==> config.mk <==
export PLATFORM = sky130hd
export DESIGN_NAME = ir_sort_ctrl
export DESIGN_NICKNAME = d
export VERILOG_FILES = /design/src/rtl/ir_sort_ctrl.sv
export SDC_FILE = /design/constraint.sdc
export NUM_CORES = 1
export LEC_CHECK = 0
export BUFFER_PORTS_ARGS = -buffer_cell sky130_fd_sc_hd__buf_2
export CAP_MARGIN = 30
export CORE_MARGIN = 2
export CORE_UTILIZATION = 40
export CTS_CLUSTER_DIAMETER = 150
export DETAILED_ROUTE_END_ITERATION = 10
export PLACE_DENSITY = 0.56
export SYNTH_ARGS = -nofsm -noshare
export SYNTH_HDL_FRONTEND = slang
export SYNTH_SLANG_ARGS = --single-unit
export TNS_END_PERCENT = 50
==> constraint.sdc <==
create_clock -name CLK100MHZ -period 2.6 [get_ports CLK100MHZ]
set_clock_uncertainty 0.05 [all_clocks]
set_input_delay 0.13 -clock CLK100MHZ [delete_from_list [all_inputs] [get_ports CLK100MHZ]]
set_output_delay 0.13 -clock CLK100MHZ [all_outputs]
set_load 0.01 [all_outputs]
==> src/rtl/ir_sort_ctrl.sv <==
// ir_sort_ctrl: IR class vote -> sorting-gate servo sequencer; IR_SORT_COUNT_EN enables the item counters.
module ir_sort_ctrl #(
    parameter int SAMPLE_PERIOD = 30_000_000,
    parameter int VOTE_N        = 3,
    parameter int HOLD_CYCLES   = 100_000_000,
    parameter int PWM_PERIOD    = 2_000_000,
    parameter int PW_CENTER     = 150_000,
    parameter int PW_A          = 100_000,
    parameter int PW_B          = 200_000
) (
    input  logic       CLK100MHZ,
    input  logic       rst_n,
    input  logic [1:0] iFlag,
    output logic       servo_pwm,
    output logic       busy,
    output logic [1:0] sort_class,
    output logic       sort_done,
    output logic [7:0] cnt_a,
    output logic [7:0] cnt_b
);
    localparam int SW = $clog2(SAMPLE_PERIOD + 1);
    localparam int HW = $clog2(HOLD_CYCLES + 1);
    localparam int FW = $clog2(PWM_PERIOD + 1);

    typedef enum logic [1:0] {S_IDLE, S_ACT, S_RET} state_t;

    state_t        state, state_nx;
    logic [SW-1:0] scnt;
    logic [HW-1:0] hcnt;
    logic [FW-1:0] fcnt, pw_active, target;
    logic [3:0]    streak, streak_nx;
    logic [1:0]    last;
    logic          tick, valid, trig, hold_end, frame_end;

    assign tick      = scnt == SW'(SAMPLE_PERIOD - 1);
    assign hold_end  = hcnt == HW'(HOLD_CYCLES - 1);
    assign frame_end = fcnt == FW'(PWM_PERIOD - 1);
    assign valid     = iFlag[1] ^ iFlag[0];
    assign busy      = state != S_IDLE;

    always_comb begin
        streak_nx = !valid ? 4'd0 : (iFlag == last && streak != 4'd0) ? streak + 4'd1 : 4'd1;
        trig      = state == S_IDLE && tick && streak_nx == 4'(VOTE_N);
        state_nx  = trig ? S_ACT :
                    (state == S_ACT && hold_end) ? S_RET :
                    (state == S_RET && hold_end) ? S_IDLE : state;
        target    = state == S_ACT ? (sort_class == 2'b10 ? FW'(PW_A) : FW'(PW_B)) : FW'(PW_CENTER);
    end

    always_ff @(posedge CLK100MHZ) begin
        if (!rst_n) state <= S_IDLE;
        else        state <= state_nx;
    end

    always_ff @(posedge CLK100MHZ) begin
        if (!rst_n) begin
            scnt       <= '0;
            fcnt       <= '0;
            hcnt       <= '0;
            streak     <= '0;
            last       <= '0;
            pw_active  <= FW'(PW_CENTER);
            servo_pwm  <= 1'b0;
            sort_class <= 2'b00;
            sort_done  <= 1'b0;
        end else begin
            scnt      <= tick ? '0 : scnt + 1'b1;
            fcnt      <= frame_end ? '0 : fcnt + 1'b1;
            hcnt      <= (state == S_IDLE || hold_end) ? '0 : hcnt + 1'b1;
            sort_done <= state == S_RET && hold_end;
            servo_pwm <= fcnt < pw_active;
            // width only changes at a frame boundary so no pulse is ever truncated
            if (frame_end) pw_active <= target;
            if (state == S_IDLE && tick) begin
                streak <= trig ? 4'd0 : streak_nx;
                last   <= iFlag;
            end
            if (trig) sort_class <= iFlag;
        end
    end

`ifdef IR_SORT_COUNT_EN
    always_ff @(posedge CLK100MHZ) begin
        if (!rst_n) begin
            cnt_a <= '0;
            cnt_b <= '0;
        end else if (trig) begin
            if (iFlag == 2'b10 && cnt_a != 8'hFF) cnt_a <= cnt_a + 1'b1;
            if (iFlag == 2'b01 && cnt_b != 8'hFF) cnt_b <= cnt_b + 1'b1;
        end
    end
`else
    assign cnt_a = 8'd0;
    assign cnt_b = 8'd0;
`endif
endmodule

==> impl_metrics.env <==
export IMPL_die_w_um=108.7
export IMPL_ys_seq_elements=90
export IMPL_insertion_delay_ns=0.37
export IMPL_synth_edf_count=0
export IMPL_path_clk_slew_ns=0.09
export IMPL_clkPwrFrac=0.386
export IMPL_ios=25
export IMPL_period_needed_ns=2.328
export IMPL_ys_flop_type="dfxtp_1"
export IMPL_required_ns=2.82
export IMPL_hold_violations=0
export IMPL_tritoncts="built"
export IMPL_p_int_mw=1.837
export IMPL_fillers=1119
export IMPL_synth_area_per_cell_um2=8.746
export IMPL_grt_overflow=0
export IMPL_synth_top_cell_area_share=0.4112
export IMPL_finalCritPeriodShare=0.8954
export IMPL_initial_core_util=0.4078
export IMPL_post_cts_buffers=0
export IMPL_cp_slowest_stage_delay_ns=0.54
export IMPL_drt_wl_total_um=8250
export IMPL_cts_buffers=9
export IMPL_drv_cap=0
export IMPL_pwr_density_cell_nw_per_um2=499.0
export IMPL_viasPerCell=4.989
export IMPL_cts_sinks=90
export IMPL_dp_hpwl_um=5762
export IMPL_synthAdderAreaFrac=0.04569
export IMPL_synth_compound_area_share=0.04283
export IMPL_vias=3283
export IMPL_place_congestion=0.8022
export IMPL_synth_top_family_by_area="simple AND/OR/NAND/NOR gates"
export IMPL_async_flop_share=0
export IMPL_grt_pass1_vias=3064
export IMPL_yosys_area_top_type="dfxtp_1"
export IMPL_synth_cell_types=46
export IMPL_antenna_cells=0
export IMPL_finalSetupViolCount=0
export IMPL_grtUsageTotal=0.1536
export IMPL_p_sw_frac=0.2216
export IMPL_drv_slew=0
export IMPL_drc=0
export IMPL_dieArea_um2=11810
export IMPL_seq_area_frac_synth=0.4112
export IMPL_ctsHoldBuffers=1
export IMPL_path_buf_inv=0
export IMPL_synthMuxAreaShare=0.01656
export IMPL_crit_path_cell_trace="or4b_4 -> nor4_4 -> nand4b_4 -> or3b_1 -> and3b_1"
export IMPL_tns_ns=0
export IMPL_num_rows=38
export IMPL_netlist_area_um2=4382
export IMPL_post_cts_resized=0
export IMPL_io_buffer_count=8
export IMPL_area_growth_pct=7.967
export IMPL_path_delay_family="simple AND/OR/NAND/NOR gates"
export IMPL_drtIter0Drc=184
export IMPL_start_kind="flop"
export IMPL_peakVddDrop_mv=0.2282
export IMPL_rsz0062_at_grt="no"
export IMPL_drt_pass1_iter_count=4
export IMPL_final_net_count=535
export IMPL_seq_power_share=0.590
export IMPL_antenna_left=0
export IMPL_p_switching_uw=523.1
export IMPL_antenna_found_initial=0
export IMPL_wl_per_cell_um=12.54
export IMPL_cp_data_arrival_time_ns=2.54
export IMPL_die_h_um=108.7
export IMPL_root_buffer="clkbuf_8"
export IMPL_htreeDepth=3
export IMPL_synthCells=501
export IMPL_instances_no_fill=658
export IMPL_core_area_um2=10750
export IMPL_dp_cells=643
export IMPL_fmax_mhz=429.5
export IMPL_combPwrFrac=0.024
export IMPL_p_leak_nw=1.821
export IMPL_netlist_top_cells_area="dfxtp_1 (41%), xor2_1 (8.6%), nor2_1 (7.2%)"
export IMPL_criticalPathCategory="reg -> reg"
export IMPL_clk_path_buf_depth=2
export IMPL_grt_max_degree=28
export IMPL_synth_simple_area_share=0.2955
export IMPL_slowest_stage="or4b_4"
export IMPL_ys_warn_count=0
export IMPL_path_max_fanout=10
export IMPL_grt_pass1_wl_um=14330
export IMPL_outcome="finished, final reports clean"
export IMPL_hp_class="in -> reg"
export IMPL_layout_drive_gt1_share=0.06950
export IMPL_endpoint_kind="flop"
export IMPL_synthXorXnorAreaFrac=0.1339
## power groups by stage
stage / clock [mW] / combinational [mW] / sequential [mW]
floorplan: 0 / 0.0563 / 1.42
global placement: 0 / 0.0557 / 1.43
detailed placement: 0 / 0.0559 / 1.43
CTS: 0.952 / 0.0573 / 1.39
global route: 1.02 / 0.0653 / 1.40
finish: 0.911 / 0.0563 / 1.39
## area by class of cell
class,instances,area [um^2],share of cell area
clock buffer,11,131.4,0.02777
clock inverter,3,42.54,0.008992
inverter,16,60.06,0.01270
multi-input combinational,380,2402,0.5078
sequential,90,1802,0.3809
tap,140,175.2,0.03703
timing repair buffer,18,117.6,0.02486
## cell usage after synthesis (8+ instances only)
cell type,count
dfxtp_1,90
nor2_1,84
xor2_1,43
nand3_1,39
nand2_1,31
xnor2_1,24
nand4_1,17
and3_1,16
buf_4,16
ha_1,16
inv_1,16
clkbuf_1,11
nor3_1,11
nor4_1,8
## cells by family (layout without fill, tap and decap cells)
| kind of cell | after synthesis | after routing |
|---|---|---|
| buf+inv | 46 | 48 |
| mux | 7 | 7 |
| xor+xnor | 67 | 67 |
| fa+ha+maj | 16 | 16 |
| other cells | 1 | 16 |
| compound gates | 29 | 29 |
| simple gates | 245 | 245 |
| flops | 90 | 90 |
## worst paths after layout
check,slack [ns],cells past startpoint,end,start
hold / removal,0.02,3,sort_class[1],iFlag[1]
setup reg to reg,0.27,5,streak[1],scnt[21]
hold reg to reg,0.40,1,fcnt[0],fcnt[0]
setup / recovery,0.27,5,streak[1],scnt[21]
## state kept, by name (all words and copies together) (netlist names)
register,flops
streak,4
sort_class,2
pw_active,5
fcnt,21
servo_pwm,1
hcnt,27
sort_done,1
scnt,25
state,2
last,2
## worst register-to-register path, stage by stage (launching register included)
cell and delay (ns):
dfxtp_1 0.35, or4b_4 0.54, nor4_4 0.30, nand4b_4 0.23
or3b_1 0.53, and3b_1 0.22
## layout by cell type, fill, tap and decap left out, drive strengths merged, types with 10 or more instances in the layout
cell type / n
and3: 16
buf: 17
clkbuf: 11
conb: 16
dfxtp: 90
ha: 16
inv: 16
nand2: 31
nand3: 39
nand4: 17
nor2: 84
nor3: 11
nor4: 10
xnor2: 24
xor2: 43
## stage by stage
| stage | area (um^2) | util | setup WS [ns] | hold WS (ns) | power, mW |
|---|---|---|---|---|---|
| finish | 4731 | 0.4403 | 0.2719 | 0.02060 | 2.360 |
| floorplan | 4438 | - | 0.4231 | 0.2188 | 1.481 |
| CTS | 4731 | 0.4403 | 0.2481 | 0.002560 | 2.403 |
| global route | 4731 | 0.4403 | 0.1289 | 0.02380 | 2.480 |
| global placement | 4547 | 0.4231 | 0.3326 | 0.3792 | 1.481 |
| detailed placement | 4547 | 0.4231 | 0.2768 | 0.3814 | 1.482 |
## routing by layer
layer	vias to the layer above	global-route usage	routed length, um
met3	11	0.03766	303
met2	41	0.2232	3397
met4	0	0.06044	138
met1	1525	0.2182	4411
met5	-	0	0
li1	1706	-	-
Power figures use the tool's default switching activity.
